## src/rtl/reg_select_sequencer.sv

```systemverilog
// Register-select sequencer: latches an instruction word and presents its Ra/Rb/Rc
// fields one per handshake to the 4-to-16 register-select decoder.
module reg_select_sequencer #(
    parameter int unsigned DATA_W = 32,
    parameter int unsigned SEL_W  = 4
) (
    input  logic              clk,
    input  logic              clr,
    input  logic              ir_valid,
    output logic              ir_ready,
    input  logic [DATA_W-1:0] ir_data,
    output logic              sel_valid,
    input  logic              sel_ready,
    output logic [SEL_W-1:0]  sel_code,
    output logic [1:0]        sel_field,
    output logic              sel_last,
    output logic              done
);

    localparam int unsigned OP_W       = 5;
    localparam int unsigned OP_LSB     = 27;
    localparam int unsigned RA_LSB     = 23;
    localparam int unsigned RB_LSB     = 19;
    localparam int unsigned RC_LSB     = 15;
    localparam int unsigned OP_ALU_MAX = 12;
    localparam int unsigned OP_TWO_MAX = 19;
    localparam int unsigned NF_W       = 2;

    typedef enum logic [2:0] {
        IDLE   = 3'd0,
        EMIT_A = 3'd1,
        EMIT_B = 3'd2,
        EMIT_C = 3'd3,
        DONE   = 3'd4
    } state_t;

    state_t            state;
    logic [DATA_W-1:0] hold;
    logic [NF_W-1:0]   nfields;

    logic [OP_W-1:0]   opcode_in;
    logic [SEL_W-1:0]  ra_in;
    logic [SEL_W-1:0]  rb_hold;
    logic [SEL_W-1:0]  rc_hold;
    logic [NF_W-1:0]   nfields_in;

    // Field extraction and instruction-class decode (number of register fields).
    always_comb begin
        opcode_in  = ir_data[OP_LSB +: OP_W];
        ra_in      = ir_data[RA_LSB +: SEL_W];
        rb_hold    = hold[RB_LSB +: SEL_W];
        rc_hold    = hold[RC_LSB +: SEL_W];
        nfields_in = NF_W'(1);
        if (opcode_in <= OP_W'(OP_ALU_MAX)) begin
            nfields_in = NF_W'(3);
        end else if (opcode_in <= OP_W'(OP_TWO_MAX)) begin
            nfields_in = NF_W'(2);
        end
    end

    // Only the register fields of the held word are consumed after acceptance.
    logic unused_bits;
    assign unused_bits = ^{hold, ir_data};

    // Sequencer FSM with registered handshake and select outputs.
    always_ff @(posedge clk or posedge clr) begin
        if (clr) begin
            state     <= IDLE;
            hold      <= '0;
            nfields   <= '0;
            ir_ready  <= 1'b1;
            sel_valid <= 1'b0;
            sel_code  <= '0;
            sel_field <= 2'd0;
            sel_last  <= 1'b0;
            done      <= 1'b0;
        end else begin
            done <= 1'b0;
            case (state)
                IDLE: begin
                    if (ir_valid) begin
                        state     <= EMIT_A;
                        hold      <= ir_data;
                        nfields   <= nfields_in;
                        ir_ready  <= 1'b0;
                        sel_valid <= 1'b1;
                        sel_code  <= ra_in;
                        sel_field <= 2'd0;
                        sel_last  <= (nfields_in == NF_W'(1));
                    end
                end
                EMIT_A: begin
                    if (sel_ready) begin
                        if (nfields != NF_W'(1)) begin
                            state     <= EMIT_B;
                            sel_code  <= rb_hold;
                            sel_field <= 2'd1;
                            sel_last  <= (nfields == NF_W'(2));
                        end else begin
                            state     <= DONE;
                            sel_valid <= 1'b0;
                            sel_code  <= '0;
                            sel_field <= 2'd0;
                            sel_last  <= 1'b0;
                            done      <= 1'b1;
                        end
                    end
                end
                EMIT_B: begin
                    if (sel_ready) begin
                        if (nfields == NF_W'(3)) begin
                            state     <= EMIT_C;
                            sel_code  <= rc_hold;
                            sel_field <= 2'd2;
                            sel_last  <= 1'b1;
                        end else begin
                            state     <= DONE;
                            sel_valid <= 1'b0;
                            sel_code  <= '0;
                            sel_field <= 2'd0;
                            sel_last  <= 1'b0;
                            done      <= 1'b1;
                        end
                    end
                end
                EMIT_C: begin
                    if (sel_ready) begin
                        state     <= DONE;
                        sel_valid <= 1'b0;
                        sel_code  <= '0;
                        sel_field <= 2'd0;
                        sel_last  <= 1'b0;
                        done      <= 1'b1;
                    end
                end
                DONE: begin
                    state    <= IDLE;
                    ir_ready <= 1'b1;
                end
                default: begin
                    state     <= IDLE;
                    ir_ready  <= 1'b1;
                    sel_valid <= 1'b0;
                    sel_code  <= '0;
                    sel_field <= 2'd0;
                    sel_last  <= 1'b0;
                end
            endcase
        end
    end

endmodule

```

## config.mk

```make
export PLATFORM = sky130hd
export DESIGN_NAME = reg_select_sequencer
export DESIGN_NICKNAME = d
export VERILOG_FILES = /design/src/rtl/reg_select_sequencer.sv
export SDC_FILE = /design/constraint.sdc
export NUM_CORES = 1
export LEC_CHECK = 0
export BUFFER_PORTS_ARGS = -buffer_cell sky130_fd_sc_hd__buf_2
export CORE_MARGIN = 1
export CORE_UTILIZATION = 40
export DETAILED_ROUTE_END_ITERATION = 10
export PLACE_DENSITY = 0.67
export SLEW_MARGIN = 20
export SYNTH_ARGS = -nofsm -noshare
export SYNTH_HDL_FRONTEND = slang
export SYNTH_SLANG_ARGS = --single-unit
```

## constraint.sdc

```tcl
create_clock -name clk -period 4.4 [get_ports clk]
set_input_delay 0.88 -clock clk [delete_from_list [all_inputs] [get_ports clk]]
set_output_delay 0.88 -clock clk [all_outputs]
set_load 0.05 [all_outputs]
```

After elaboration in Yosys (flattened, before gate mapping)
Index checks and enable logic that the tools add are counted.
- register bits: 38
- bits of input ports: 36
- bitwise logic cells: 2
- muxes and demuxes: 44
- reduce and logical (&&, ||, !) cells: 7
- equality and inequality tests: 14
- order comparisons: 2
- operator list (cell ; number):
    $mux W4 ; 6
    $pmux W4 S5 ; 1
    $mux W1 ; 18
    $mux W3 ; 6
    $mux W2 ; 7
    $ne A2 B2 Y1 const B ; 6
    $pmux W3 S4 ; 1
    $pmux W1 S5 ; 2
    $pmux W2 S5 ; 1
    $reduce_and A7 Y1 ; 1
    $eq A3 B2 Y1 const B ; 2
    $le A5 B4 Y1 const B ; 1
    $le A5 B5 Y1 const B ; 1
    $reduce_and A5 Y1 ; 1
    $eq A2 B2 Y1 const B ; 2
    $reduce_and A2 Y1 ; 2
    $reduce_and A4 Y1 ; 1
    $eq A3 B1 Y1 const B ; 1
    $eq A3 B3 Y1 const B ; 1
    $logic_not A3 Y1 ; 1
    $pmux W1 S3 ; 1
    $reduce_or A3 Y1 ; 1
    $eq A2 B1 Y1 const B ; 1
    $ne A2 B1 Y1 const B ; 1
    2 further kinds ; 3

Logic depth before layout (Yosys ltp)
Gate-level depths: netlist of the first run.
- depth in word-level cells: 6
- depth in mapped cells: 6
- mapped depth without buffers: 4

Least setup slack after synthesis of the first run
Ideal clock, no wire load.
- kind: input to register
- start: input port ir_valid
- end: register sel_field[0]
- cell stages on the path: 5
- setup time: 0.125 ns
- path buffers: 2
- arrival time: 1.950 ns
- slack: 2.325 ns
- path through: or4b_1 > buf_2 > o21a_1 > buf_6 > mux2_4
- longest elaborated chain between the ends: 2
- RTL lines (item ; RTL line ; RTL):
    from (decl) ; 9 ; input logic ir_valid,
    $ne A2 B2 Y1 (no line) ; n/a ;
    $reduce_and A5 Y1 (no line) ; n/a ;
    to (signal assigned) ; 74 ; sel_field <= 2'd0;
    to (signal assigned) ; 88 ; sel_field <= 2'd0;
    to (signal assigned) ; 97 ; sel_field <= 2'd1;
    to (decl) ; 15 ; output logic [1:0] sel_field,
Every way passes these cells.
A chain may end at the register's enable or synchronous reset.

Final worst setup path of the first run
- start: register state[2]
- end: register sel_field[1]
- longest elaborated chain between the ends: 3
- elaborated cells on any way between the ends: 12
- RTL lines (item ; RTL line ; RTL):
    from (decl) ; 37 ; state_t state;
    from (signal assigned) ; 68 ; state <= IDLE;
    from (signal assigned) ; 82 ; state <= EMIT_A;
    from (signal assigned) ; 95 ; state <= EMIT_B;
    $eq A3 B1 Y1 (tied with other cells) ; 79 ; case (state)
    $ne A2 B2 Y1 (no line) / $not A1 Y1 (equally long branches) ; n/a ;
    $reduce_and A5 Y1 (no line) ; n/a ;
Several ways; a longest one is shown, not always the timed one.

==> results of run 1 <==
## cells by family after synthesis
family / after synthesis
AND/OR/NAND/NOR: 30
AO/OA/AOI/OAI: 24
flip-flops: 23
multiplexers: 13
buffers and inverters: 11
## through the flow
stage	cells	power (µW)
finish	158	1000
global route	158	1080
CTS	158	1010
detailed placement	154	909
global placement	154	894
floorplan	101	818
## critical path, cell delays in order (launching register included)
cell	delay [ps]
dfrtp_1	580
or4b_1	870
o21a_1	330
mux2_4	330
## report_power, final
| group | internal [µW] | switching, µW |
|---|---|---|
| clock network | 34.7 | 66.5 |
| logic | 201 | 286 |
| registers | 310 | 103 |
## final cells by class
class                           instances  area, µm²  share of cell area [%]
Multi-Input combinational cell         67        505                    38.4
Clock buffer                            3       22.5                    1.71
Inverter                                4       15.0                    1.14
Timing Repair Buffer                   30        150                    11.4
Tap cell                               30       37.5                    2.85
Clock inverter                          1       7.51                   0.571
Sequential cell                        23        577                    43.9
## layer usage
| layer | global-route usage (%) | part of all wire (%) | vias to the layer above |
|---|---|---|---|
| li1 | - | - | 430 |
| met1 | 21.3 | 45 | 413 |
| met2 | 27.9 | 51 | 19 |
| met3 | 2.11 | 3.0 | 5 |
| met4 | 5.36 | 1.2 | 0 |
| met5 | 0 | 0 | - |
## state kept, by name, indices dropped and copies added, names as in the netlist
| signal | flops |
|---|---|
| sel_last | 1 |
| sel_valid | 1 |
| sel_code | 4 |
| nfields | 2 |
| hold | 8 |
| sel_field | 2 |
| ir_ready | 1 |
| state | 3 |
| done | 1 |
## final timing paths
check                                to  slack [ps]  cells past startpoint
setup / recovery           sel_field[1]        2190                      3
hold / removal                 hold[17]         510                      1
max in group asynchronous   sel_code[3]        3160                      2
hold reg to reg                hold[17]         510                      1
setup reg to reg           sel_field[1]        2190                      3
min in group asynchronous      hold[20]         710                      2
## cell usage after synthesis (all sizes together), types with 3 or more instances
library cell  count  area share (%)
mux2             11              12
a22o              5             3.9
clkbuf            3            0.99
nand2             3            0.99
a21oi             5             2.2
nand2b            3             1.7
dfrtp            22              49
nor3              5             2.2
o21ai             3             1.3
a221o             4             3.5
inv               4             1.3
buf               4             2.3
nor2              6             2.0
## cells in the final DEF, fill, tap and decap left out, types with 2 or more instances in the layout
master    instances
buf_2            30
dfrtp_1          22
mux2_1            9
nor2_1            6
nor3_1            5
a22o_1            5
a21oi_1           5
inv_1             4
a221o_1           4
nand2_1           3
nand2b_1          3
clkbuf_4          3
o21ai_1           2
o21a_1            2
mux2i_1           2
nor3b_1           2
mux2_4            2
nor4b_1           2
nand3b_1          2
==> results.tsv, run 1 <==
stage	metric	value	unit
routing	wirelength	2.24	mm
global_routing	grt_use_total	16.3	%
place	portBuffers	30	
sta	whs	514	ps
routing	antenna_left	0	
sta	worst_pin_slew	850	ps
routing	drt-initial-drc-count	14	
die	core	2570	µm²
finish	fin_util	51.2	%
finish	nFillCells	265	
synthesis	syn_area	1130	µm²
sta	layout_setup_ws	2190	ps
sta	setup_violations	0	
critical_path	r2r_start	state[2]	
synthesis	synthAdderAreaFrac	0	%
critical_path	crit_type	flop to flop	
sta	fin_skew	8.70	ps
sta	max_freq	452	MHz
clock_tree	cts.clk_slew.worst_paths	140	ps
sta	layout_min_cycle_time	2210	ps
finish	diodes	0	
finish	layout-drive-gt1-share	28.9	%
routing	post_drt_wl_per_cell	14.2	µm
routing	vias	867	
synthesis	syn-instance-count	101	
global_routing	grt_start_max_net_pins	24	
power_and_ir_drop	leakagePower	0.000623	µW
die	fp.dieH	55.3	µm
clock_tree	ctsRootBufferMaster	clkbuf_4	
status	outcome	complete, no violations	
synthesis	ys_ff_latch	23	
global_routing	grt_pass1_wl	4.03	mm
critical_path	setup.worst_path.start	state[2]	
synthesis	synth_ff_type	dfrtp_1	
synthesis	synth_edf_count	0	
synthesis	synth_compound_area_share	15.9	%
clock_tree	ctsHoldBuffers	0	
job	cap_violations	0	
die	die_area	3050	µm²
clock_tree	clk-insertion-delay-late	320	ps
die	num_rows	18	
routing	vias_per_cell	5.49	
synthesis	synth_top_family_by_area	compound AO/OA/AOI/OAI gates	
global_routing	antenna_found_initial	0	
synthesis	synthSimpleGateAreaFrac	15.3	%
die	io_pins	46	
sta	slew_headroom	43.3	%
sta	tns	0	ps
critical_path	path_max_fanout	16	
global_routing	grt_remaining_overflow	0	
place	place_area	1280	µm²
sta	rsz0062_at_grt	no	
synthesis	synth.distinct_cells	34	
place	dp_slack	1880	ps
clock_tree	cts_resized	0	
synthesis	avgSynthCellArea	11.2	µm²
routing	drc	0	
min_path	min_from	hold[17]	
synthesis	yosysSeqAreaShare	50.8	%
synthesis	async_reset_ff_share	100	%
clock_tree	clockBufferDepth	2	
synthesis	syn_nets	137	
finish	area_growth	15.9	%
critical_path	crit_required	4610	ps
global_routing	grt_pass1_vias	886	
synthesis	synth-xor-area-share	0	%
critical_path	crit_arrival	2420	ps
finish	final_cell_area	1320	µm²
finish	nNetsFinal	165	
critical_path	startpoint_type	flop	
sta	fin_crit_sh	50.3	%
clock_tree	cts_num_sinks	23	
clock_tree	cts_made_buffers	3	
clock_tree	htree_levels	1	
sta	hold_viol_final	0	
routing	drt-pass1-iter-count	5	
power_and_ir_drop	max-vdd-ir-drop	0.378	mV
power_and_ir_drop	powerDensity	761	nW/µm²
critical_path	cp-end-kind	flop	
clock_tree	cts_tree	built	
place	gp_congestion	0.756	
clock_tree	cts_setup_buffers	0	
place	dp_hpwl	1.69	mm
die	fp.dieW	55.3	µm
die	start_util	44.2	%
sta	drv_slew	0	
synthesis	yosysWarnings	0	
synthesis	synth.area.mux_share	13.3	%
min_path	hold_path_class	flop to flop	
(Power assumes the default switching activity.)
==> inputs of run 2 (changes only) <==
Clock period 4.4 ns to 2.27 ns, I/O delays scaled along.
==> results.tsv, run 2 (synthesized netlist as in run 1, its figures left out) <==
stage	metric	value	unit	change
critical_path	reg2reg_slack	460	ps	-1720 ps
critical_path	worst_path_dominant_cell_family	simple AND/OR/NAND/NOR gates		
finish	final_common_cell	buf_2		
finish	area_growth	16.9	%	
critical_path	path_buf_inv	0		unchanged
routing	vias	902		+4.0%
critical_path	path_depth	3		unchanged
finish	regMostFlops	hold		
global_routing	grt_remaining_overflow	0		unchanged
sta	hold_viol_final	0		unchanged
routing	drc	0		unchanged
clock_tree	clockBufferDepth	2		unchanged
finish	nNetsFinal	167		+1.2%
clock_tree	cts_resized	0		unchanged
clock_tree	clk-insertion-delay-late	310	ps	about the same
sta	max_freq	554	MHz	+23%
finish	largest_reg_flops	8		unchanged
critical_path	cp_slowest_cell	or4b_1		
sta	drv_slew	0		unchanged
global_routing	grt_start_max_net_pins	24		unchanged
critical_path	cp-end-kind	flop		
clock_tree	htree_levels	1		unchanged
critical_path	setup.worst_path.start	state[1]		
die	die_area	3050	µm²	unchanged
routing	drt-initial-drc-count	19		+5
min_path	hold_path_class	input port to asynchronous set/reset pin		
die	fp.dieW	55.3	µm	unchanged
finish	reg_top3	hold: 8 flops, sel_code: 4 flops, state: 3 flops		
die	num_rows	18		unchanged
die	start_util	44.2	%	unchanged
clock_tree	cts_made_buffers	3		unchanged
sta	rsz0062_at_grt	no		
critical_path	crit_end	sel_field[1]		
finish	diodes	0		unchanged
routing	post_drt_wl_per_cell	14.4	µm	+1.1%
die	core	2570	µm²	unchanged
critical_path	critPathMaxStageDelay	580	ps	-290 ps
routing	wirelength	2.30	mm	+2.4%
sta	layout_min_cycle_time	1810	ps	-407 ps
global_routing	grt_pass1_vias	851		-4.0%
global_routing	grt_use_total	16.4	%	+0.050 points
place	gp_congestion	0.756		about the same
critical_path	reg2reg_to	sel_field[1]		
sta	worst_pin_slew	841	ps	-9.16 ps
clock_tree	cts.clk_slew.worst_paths	130	ps	about the same
job	cap_violations	0		unchanged
power_and_ir_drop	powerDensity	1480	nW/µm²	+95%
clock_tree	cts_setup_buffers	0		unchanged
place	portBuffers	30		unchanged
global_routing	antenna_found_initial	0		unchanged
routing	antenna_left	0		unchanged
place	dp_hpwl	1.71	mm	+0.91%
finish	nFillCells	249		-6.0%
critical_path	crit_arrival	2010	ps	-410 ps
clock_tree	cts_num_sinks	23		unchanged
sta	tns	0	ps	unchanged
sta	fin_skew	6.32	ps	-2.38 ps
power_and_ir_drop	max-vdd-ir-drop	0.811	mV	+110%
power_and_ir_drop	leakagePower	0.000633	µW	+1.7%
critical_path	crit_type	flop to flop		
sta	setup_violations	0		unchanged
critical_path	startpoint_type	flop		
global_routing	grt_pass1_wl	3.95	mm	-2.1%
critical_path	path_max_fanout	15		-1
finish	fin_util	51.7	%	+0.44 points
die	io_pins	46		unchanged
critical_path	r2r_start	state[1]		
clock_tree	ctsHoldBuffers	0		unchanged
critical_path	crit_required	2470	ps	-2140 ps
sta	slew_headroom	43.9	%	+0.61 points
routing	vias_per_cell	5.64		+2.7%
clock_tree	cts_tree	built		
critical_path	worstRegToRegCells	3		unchanged
status	outcome	complete, no violations		
die	fp.dieH	55.3	µm	unchanged
critical_path	path_cells	or4b_1 > o21a_1 > mux2_4		
routing	drt-pass1-iter-count	4		-1
finish	final_cell_mix	30 x buf_2, 22 x dfrtp_1, 9 x mux2_1		
clock_tree	ctsRootBufferMaster	clkbuf_4		
finish	layout-drive-gt1-share	29.2	%	+0.32 points
sta	fin_crit_sh	79.6	%	+29 points
-- run 2: cell types whose count changed in the layout (fill, tap and decap cells not counted), sizes merged --
| cell | before | now |
|---|---|---|
| buf | 30 | 32 |
| clkbuf | 3 | 4 |
| clkinvlp | 1 | 0 |
-- run 2: worst min-delay path by stage --
stage	startpoint	slack, ps	end	cells after the start
2_1_floorplan	clr	460	done	1
3_3_place_gp	hold[21]	480	hold[21]	1
3_5_place_dp	hold[21]	490	hold[21]	1
4_1_cts	clr	320	hold[22]	2
5_1_grt	ir_data[22]	330	hold[22]	2
6_report	clr	290	hold[22]	2
-- run 2: report_power, final --
| part | leakage (µW) | internal [µW] | switching (µW) |
|---|---|---|---|
| clock network | 0.0000150 | 68.5 | 120 |
| logic | 0.000335 | 409 | 591 |
| registers | 0.000284 | 601 | 173 |
| total | 0.000633 | 1080 | 885 |
-- run 2: area by class of cell --
type | count | area, µm² | share of cell area [%]
multi-input cells | 67 | 505 | 38.1
well taps | 30 | 37.5 | 2.83
repair buffers | 32 | 165 | 12.5
inverters | 4 | 15.0 | 1.13
flip-flops and latches | 23 | 577 | 43.5
clock buffers | 4 | 26.3 | 1.98
-- run 2: per-stage QoR --
| step | total power [µW] | area [µm²] | setup slack (ps) | cells | hold WS, ps |
|---|---|---|---|---|---|
| 3_3_place_gp | 1760 | 1300 | 507 | 156 | 476 |
| 5_1_grt | 2110 | 1330 | 394 | 160 | 332 |
| 3_5_place_dp | 1790 | 1300 | 482 | 156 | 486 |
| 4_1_cts | 1980 | 1330 | 465 | 160 | 321 |
| 2_1_floorplan | 1590 | 1130 | 571 | 101 | 455 |
| 6_report | 1960 | 1330 | 464 | 160 | 290 |
-- run 2: per-layer routing --
layer  wire length (µm)  vias up  global-route usage [%]
li1                   -      435                       -
met4                 34        0                    6.43
met1               1030      439                    20.8
met3                 92        4                    2.34
met2               1140       24                    27.9
met5                  0        -                       0
